[config.mk]
export PLATFORM = sky130hd
export DESIGN_NAME = tff_timer_ctrl
export DESIGN_NICKNAME = d
export VERILOG_FILES = /design/src/rtl/tff_timer_ctrl.sv
export SDC_FILE = /design/constraint.sdc
export NUM_CORES = 1
export LEC_CHECK = 0
export ABC_AREA = 1
export BUFFER_PORTS_ARGS = -buffer_cell sky130_fd_sc_hd__buf_2
export CAP_MARGIN = 10
export CORE_ASPECT_RATIO = 1.25
export CORE_UTILIZATION = 40
export DETAILED_ROUTE_END_ITERATION = 10
export HOLD_SLACK_MARGIN = 0.12
export PLACE_DENSITY = 0.63
export SYNTH_ARGS = -nofsm -noshare
export SYNTH_HDL_FRONTEND = slang
export SYNTH_SLANG_ARGS = --single-unit
export TNS_END_PERCENT = 5
[constraint.sdc]
create_clock -name clk -period 2.2 [get_ports clk]
set_clock_uncertainty 0.05 [all_clocks]
set_input_delay 0.33 -clock clk [delete_from_list [all_inputs] [get_ports clk]]
set_output_delay 0.33 -clock clk [all_outputs]
set_load 0.03 [all_outputs]
[src/rtl/tff_timer_ctrl.sv]
// tff_timer_ctrl: programmable down-count timer controller.
// The count register is a bank of toggle flops. Each bit toggles when all lower
// bits are zero, which yields count-1 without an adder.
// Optional prescaler: define TFF_TIMER_PRESCALE_EN. This also adds the PRESCALE_LOG2 parameter.
// With the macro defined, decrements happen once every 2^PRESCALE_LOG2 clocks.
module tff_timer_ctrl #(
    parameter int unsigned WIDTH = 8
`ifdef TFF_TIMER_PRESCALE_EN
    ,
    parameter int unsigned PRESCALE_LOG2 = 2
`endif
) (
    input  logic             clk,
    input  logic             rstn,
    input  logic             start,
    input  logic             stop,
    input  logic             periodic,
    input  logic [WIDTH-1:0] load_val,
    output logic [WIDTH-1:0] count,
    output logic             busy,
    output logic             tick,
    output logic             done
);

    localparam logic S_IDLE = 1'b0;
    localparam logic S_RUN  = 1'b1;

    logic             state_q, state_d;
    logic [WIDTH-1:0] count_q, count_d;
    logic             mode_q, mode_d;
    logic             tick_q, tick_d;
    logic             done_q, done_d;

    logic [WIDTH-1:0] toggle_c;
    logic             low_zero_c;
    logic             dec_en_c;

    // Toggle enables: bit i flips on decrement iff every bit below it is zero.
    always_comb begin
        low_zero_c = 1'b1;
        for (int i = 0; i < WIDTH; i++) begin
            toggle_c[i] = low_zero_c;
            low_zero_c  = low_zero_c & ~count_q[i];
        end
    end

`ifdef TFF_TIMER_PRESCALE_EN
    localparam int unsigned PS_W = PRESCALE_LOG2;

    logic [PS_W-1:0] presc_q, presc_d;

    // Prescaler free-runs in RUN and is held at zero on load, stop and in IDLE.
    // A reload wraps it to zero on its own.
    always_comb begin
        presc_d = '0;
        if (state_q == S_RUN && !stop && !start) begin
            presc_d = presc_q + PS_W'(1);
        end
    end

    // The decrement fires on the cycle the prescaler is about to wrap to zero.
    assign dec_en_c = (presc_q == {PS_W{1'b1}});

    // Prescaler register.
    always_ff @(posedge clk or negedge rstn) begin
        if (!rstn) begin
            presc_q <= '0;
        end else begin
            presc_q <= presc_d;
        end
    end
`else
    assign dec_en_c = 1'b1;
`endif

    // Next-state logic. Priority order: stop, then start, then terminal count, then decrement.
    always_comb begin
        state_d = state_q;
        count_d = count_q;
        mode_d  = mode_q;
        tick_d  = 1'b0;
        done_d  = 1'b0;
        if (stop) begin
            state_d = S_IDLE;
            count_d = '0;
        end else begin
            case (state_q)
                S_IDLE: begin
                    if (start) begin
                        state_d = S_RUN;
                        count_d = load_val;
                        mode_d  = periodic;
                    end
                end
                S_RUN: begin
                    if (start) begin
                        count_d = load_val;
                        mode_d  = periodic;
                    end else if (dec_en_c) begin
                        if (count_q != '0) begin
                            count_d = count_q ^ toggle_c;
                        end else begin
                            tick_d = 1'b1;
                            if (mode_q) begin
                                count_d = load_val;
                                mode_d  = periodic;
                            end else begin
                                state_d = S_IDLE;
                                done_d  = 1'b1;
                            end
                        end
                    end
                end
                default: begin
                    state_d = S_IDLE;
                    count_d = '0;
                end
            endcase
        end
    end

    // State, count and event registers.
    always_ff @(posedge clk or negedge rstn) begin
        if (!rstn) begin
            state_q <= S_IDLE;
            count_q <= '0;
            mode_q  <= 1'b0;
            tick_q  <= 1'b0;
            done_q  <= 1'b0;
        end else begin
            state_q <= state_d;
            count_q <= count_d;
            mode_q  <= mode_d;
            tick_q  <= tick_d;
            done_q  <= done_d;
        end
    end

    assign count = count_q;
    assign busy  = (state_q == S_RUN);
    assign tick  = tick_q;
    assign done  = done_q;

endmodule

==> results.cfg, run 1 <==
[setup_path]
worstPathArrival_ns = 2.19
critical-path-top-delay-family = adder cells
slowest_delay_ns = 0.37
crit_path_start = count[1]
timing.rr.start = count[1]
critPathLaunchType = flop
cp_num_buf_inv = 1
required_ns = 2.32
critPathKind = reg2reg
worstSetupEndpointType = flop
endpoint = count[7]
crit_fanout = 3
reg2reg_depth = 12
r2r_slack_ns = 0.13
slowest_stage = dfrtp_1
cp_common_cell = ha_1
crit_cells = 12
rr_endpoint = count[7]
path_cells = inv_1, ha_2, ha_2, ha_1, ha_1, ha_1, ha_1, xor2_1, nand3_1, nand2_1, nand2_1, nand2_1

[synth]
synth_edf_count = 0
synth-async-reset-ratio = 1.00
syn_nets = 133
ys_ff_latch = 12
avgSynthCellArea_um2 = 6.87
yosysWarnings = 0
netlist-cell-type-count = 16
synth-main-ff-cell = dfrtp_1
synth-seq-area-share = 0.383
synth_cells = 114
syn_area_um2 = 783

[power_and_ir_drop]
p_per_area_mw_per_mm2 = 646
p_leak_uw = 0.000604
max-vdd-ir-drop_mv = 0.300

[timing]
relSlewSlack = 0.730
tightest_slew_ns = 0.404
rsz0062_at_grt = false
layout_min_cycle_time_ns = 2.07
min_period_over_period = 0.941
setup_viol = 0
tns_ns = 0
max_freq_ghz = 0.483
finalMaxSlewViolations = 0
final_hold_viol_count = 0

[run_status]
status = finished, final reports clean

[global_route]
grt_use_met2 = 0.341
met1_usage = 0.228
grt-ovfl-total = 0
grt_start_max_net_pins = 13
grt_util_all_layers = 0.195
antenna_found_initial = 0
grt_pass1_wl_mm = 3.15
grt_pass1_vias = 743
met3_usage = 0.0318
top_usage_layer = met2

[clock_tree]
cts-htree-levels = 1
clock_tree.root_cell = clkbuf_4
numCtsBuffers = 3
clk_latency_ns = 0.28
cts.path.max_buffers = 2
cts.clk_slew.worst_paths_ns = 0.08
cts_tree = yes
cts.sinks = 12

[place]
port_buffers = 23
gp_congestion = 0.746
hpwlAfterDp_mm = 1.26

[hold_path]
hp-class = in2reg

[floorplanning]
initial_core_util = 0.433
fp-row-count = 17
die_height_um = 51.5
die_w_um = 41.6
pin_count = 24
dieArea_mm2 = 0.00214
core_mm2 = 0.00181

[cells_and_area]
num-nets-final = 163
area_growth_syn_to_layout_pct = 24.1
fillerInstances = 174
final_layout_size_suffix_gt1_frac = 0.259
utilization = 0.538
diodes = 0

[detailed_routing]
drc_errors = 0
num_vias = 799
wl_per_cell_um = 10.7
drt_pass1_iterations = 4
detail_route.vias_per_cell = 4.93
ant_nets = 0
wl_mm = 1.74
drtIter0Drc = 7

[flow_run]
drv_cap = 0
-- cell usage after synthesis, types with 2 or more instances --
cell type  count  area share
inv_1         17       0.081
nand2_1       49        0.23
nand3_1       10       0.064
dfrtp_1       12        0.38
nor2_1         8       0.038
a21oi_1        2       0.013
ha_1           6       0.096
inv_2          2      0.0096
-- registers in the layout (all words and copies together), names as in the netlist --
| name | count |
|---|---|
| count | 8 |
| done | 1 |
| busy | 1 |
| mode_q | 1 |
| tick | 1 |
-- kinds of logic after synthesis --
| family | synth area share |
|---|---|
| and+or+nand+nor | 0.388 |
| buffers and inverters | 0.101 |
| DFF | 0.383 |
| AOI/OAI and AO/OA | 0.0208 |
| xor gates and xnor gates | 0.0112 |
| adders and majority gates | 0.0958 |
-- per-stage QoR --
stage | setup WS (ns) | instances | area [um^2] | hold slack (ns) | power, uW
4_1_cts | 0.0645 | 160 | 952 | 0.237 | 628
2_1_floorplan | 0.0233 | 114 | 785 | -0.0156 | 418
3_3_place_gp | 0.178 | 155 | 916 | 0.174 | 474
6_report | 0.130 | 162 | 972 | 0.240 | 628
5_1_grt | 0.00586 | 162 | 972 | 0.255 | 681
3_5_place_dp | 0.0873 | 155 | 916 | 0.177 | 478
-- worst min path at each step --
stage                         from  endpoint  cells past startpoint
after floorplan               rstn      busy                      0
after global placement        rstn  count[5]                      1
after detailed placement      rstn  count[5]                      1
after CTS                 periodic    mode_q                      3
after global routing          stop      busy                      2
final                     periodic    mode_q                      3
-- what timing repair did --
action	CTS	global route
setup buffers	0	2
hold buffers	1	0
setup endpoints to repair	0	2
gates resized for setup	0	2
hold endpoints to repair	12	0
-- report_power, final --
group	switching (uW)	internal [uW]	total [uW]
logic	139	79.7	219
clock network	77.2	70.4	148
registers	20.5	241	262
total	237	391	628
-- tightest hold or removal path: cells and delay by family --
kind / cells / cell delay [ns]
compound gates: 1 / 0.07
buf+inv: 2 / 0.13
-- layout by cell type, fill, tap and decap left out, drive strengths merged --
master / count
a21oi: 2
inv: 19
dlygate4sd3: 1
buf: 25
nor2: 10
nand2: 51
xor2: 1
clkbuf: 4
dfrtp: 12
nand3: 10
a31oi: 1
ha: 6
nor3: 1
-- routing by layer --
metal  part of all wire  vias up  wire length (um)
met4              0.024        0                42
met1               0.44      372               763
met2               0.49       21               857
met3              0.042        5                73
met5                  0        -                 0
li1                   -      401                 -
-- layout make-up --
class / count / area, um^2 / share of cell area
repair buffers: 26 / 140 / 0.144
multi-input cells: 82 / 409 / 0.421
well taps: 19 / 23.8 / 0.0245
flip-flops and latches: 12 / 302 / 0.310
inverters: 19 / 71.3 / 0.0734
clock buffers: 4 / 26.3 / 0.0270
Power figures use the tool's default switching activity.
==> run 2, diff against run 1 <==
- CTS_BUF_LIST: default -> sky130_fd_sc_hd__clkbuf_16
==> run 2 against run 1 <==
Combinational power shrank 2%. Global-route usage fell by 0.59 points. Die area is the same. Critical path type unchanged. Critical endpoint unchanged.
==> results.cfg, run 2 (same netlist as run 1, synthesis figures left out) <==
[cells_and_area]
utilization = 0.563
num-nets-final = 162
final_cell_mix = nand2_1, buf_2, inv_1
diodes = 0
final_common_cell = nand2_1
fin_area_mm2 = 0.00102
area_growth_syn_to_layout_pct = 29.9
final_layout_size_suffix_gt1_frac = 0.254
largest_reg_flops = 8

[power_and_ir_drop]
p_leak_uw = 0.000626
max-vdd-ir-drop_mv = 0.561
seqPwrFrac = 0.325
power.internal_uw = 558
swShare = 0.309
p_per_area_mw_per_mm2 = 795
combPwrFrac = 0.266
clkPwrFrac = 0.409
p_sw_uw = 250
power_uw = 808

[place]
port_buffers = 23
place_area_um2 = 916
gp_congestion = 0.746
hpwlAfterDp_mm = 1.26

[clock_tree]
cts-htree-levels = 1
cts.path.max_buffers = 2
clock_tree.root_cell = clkbuf_16
cts.clk_slew.worst_paths_ns = 0.05
cts_tree = yes
cts.sinks = 12
numCtsBuffers = 3
clk_latency_ns = 0.24

[detailed_routing]
ant_nets = 0
wl_mm = 1.69
drtIter0Drc = 4
drc_errors = 0
detail_route.vias_per_cell = 4.86
wl_per_cell_um = 10.5
drt_pass1_iterations = 5
num_vias = 782

[timing]
finalMaxSlewViolations = 0
relSlewSlack = 0.732
setup_viol = 0
min_period_over_period = 0.934
max_freq_ghz = 0.486
hold_ws_ns = 0.291
tns_ns = 0
tightest_slew_ns = 0.400
final_hold_viol_count = 0
layout_min_cycle_time_ns = 2.06
rsz0062_at_grt = false

[floorplanning]
fp-row-count = 17
die_w_um = 41.6
initial_core_util = 0.433
pin_count = 24
dieArea_mm2 = 0.00214
die_height_um = 51.5
core_mm2 = 0.00181

[global_route]
grt_pass1_wl_mm = 3.08
grt-ovfl-total = 0
grt_start_max_net_pins = 13
grt_pass1_vias = 725
grt_util_all_layers = 0.189
antenna_found_initial = 0

[setup_path]
critPathLaunchType = flop
worstPathArrival_ns = 2.13
required_ns = 2.27
critPathKind = reg2reg
worstSetupEndpointType = flop
r2r_slack_ns = 0.14
crit_fanout = 3

[hold_path]
hp-class = in2reg

[run_status]
status = finished, final reports clean

[flow_run]
drv_cap = 0
[run 2: stage by stage]
stage | worst slack [ns] | instances
floorplan | 0.0233 | 114
global placement | 0.178 | 155
detailed placement | 0.0873 | 155
CTS | 0.0771 | 160
global route | 0.0124 | 161
finish | 0.144 | 161
[run 2: final timing paths]
path	from	end	cells after the start
worst max-delay path	count[0]	count[7]	12
worst min-delay path	periodic	mode_q	3
worst max register to register	count[0]	count[7]	12
worst min register to register	mode_q	done	1
max in group asynchronous	rstn	count[0]	2
min in group asynchronous	rstn	done	2
[run 2: power by group through the flow]
stage / Sequential, uW / Clock (uW) / Combinational, uW
5_1_grt: 266 / 354 / 250
4_1_cts: 263 / 337 / 214
2_1_floorplan: 298 / 0 / 121
3_5_place_dp: 266 / 0 / 212
6_report: 263 / 331 / 215
3_3_place_gp: 266 / 0 / 209
[run 2: repair_timing]
action / CTS / global route
hold buffers: 1 / 0
hold endpoints to repair: 12 / 0
gates resized for setup: 0 / 2
endpoints found under the setup margin: 0 / 2
setup buffers: 0 / 1
[run 2: cell type report]
| type | count | area (um^2) |
|---|---|---|
| Clock buffer | 3 | 75.1 |
| Clock inverter | 1 | 3.75 |
| Timing Repair Buffer | 25 | 133 |
| Multi-Input combinational cell | 82 | 409 |
| Tap cell | 19 | 23.8 |
| Inverter | 19 | 71.3 |
| Sequential cell | 12 | 302 |
| Fill cell | 169 | 791 |
[run 2: layer usage]
| metal | GRT usage | vias to the layer above | wire (um) |
|---|---|---|---|
| met1 | 0.225 | 364 | 783 |
| met4 | 0.0806 | 0 | 8 |
| met2 | 0.331 | 14 | 844 |
| li1 | - | 402 | - |
| met5 | 0 | - | 0 |
| met3 | 0.0318 | 2 | 51 |
[run 2: critical path: stages (launching register included)]
cell     delay (ns)
dfrtp_2        0.36
inv_1          0.06
ha_2           0.20
ha_2           0.17
ha_1           0.17
ha_1           0.18
ha_1           0.18
ha_1           0.18
xor2_1         0.14
nand3_1        0.09
nand2_1        0.07
nand2_1        0.06
nand2_1        0.04
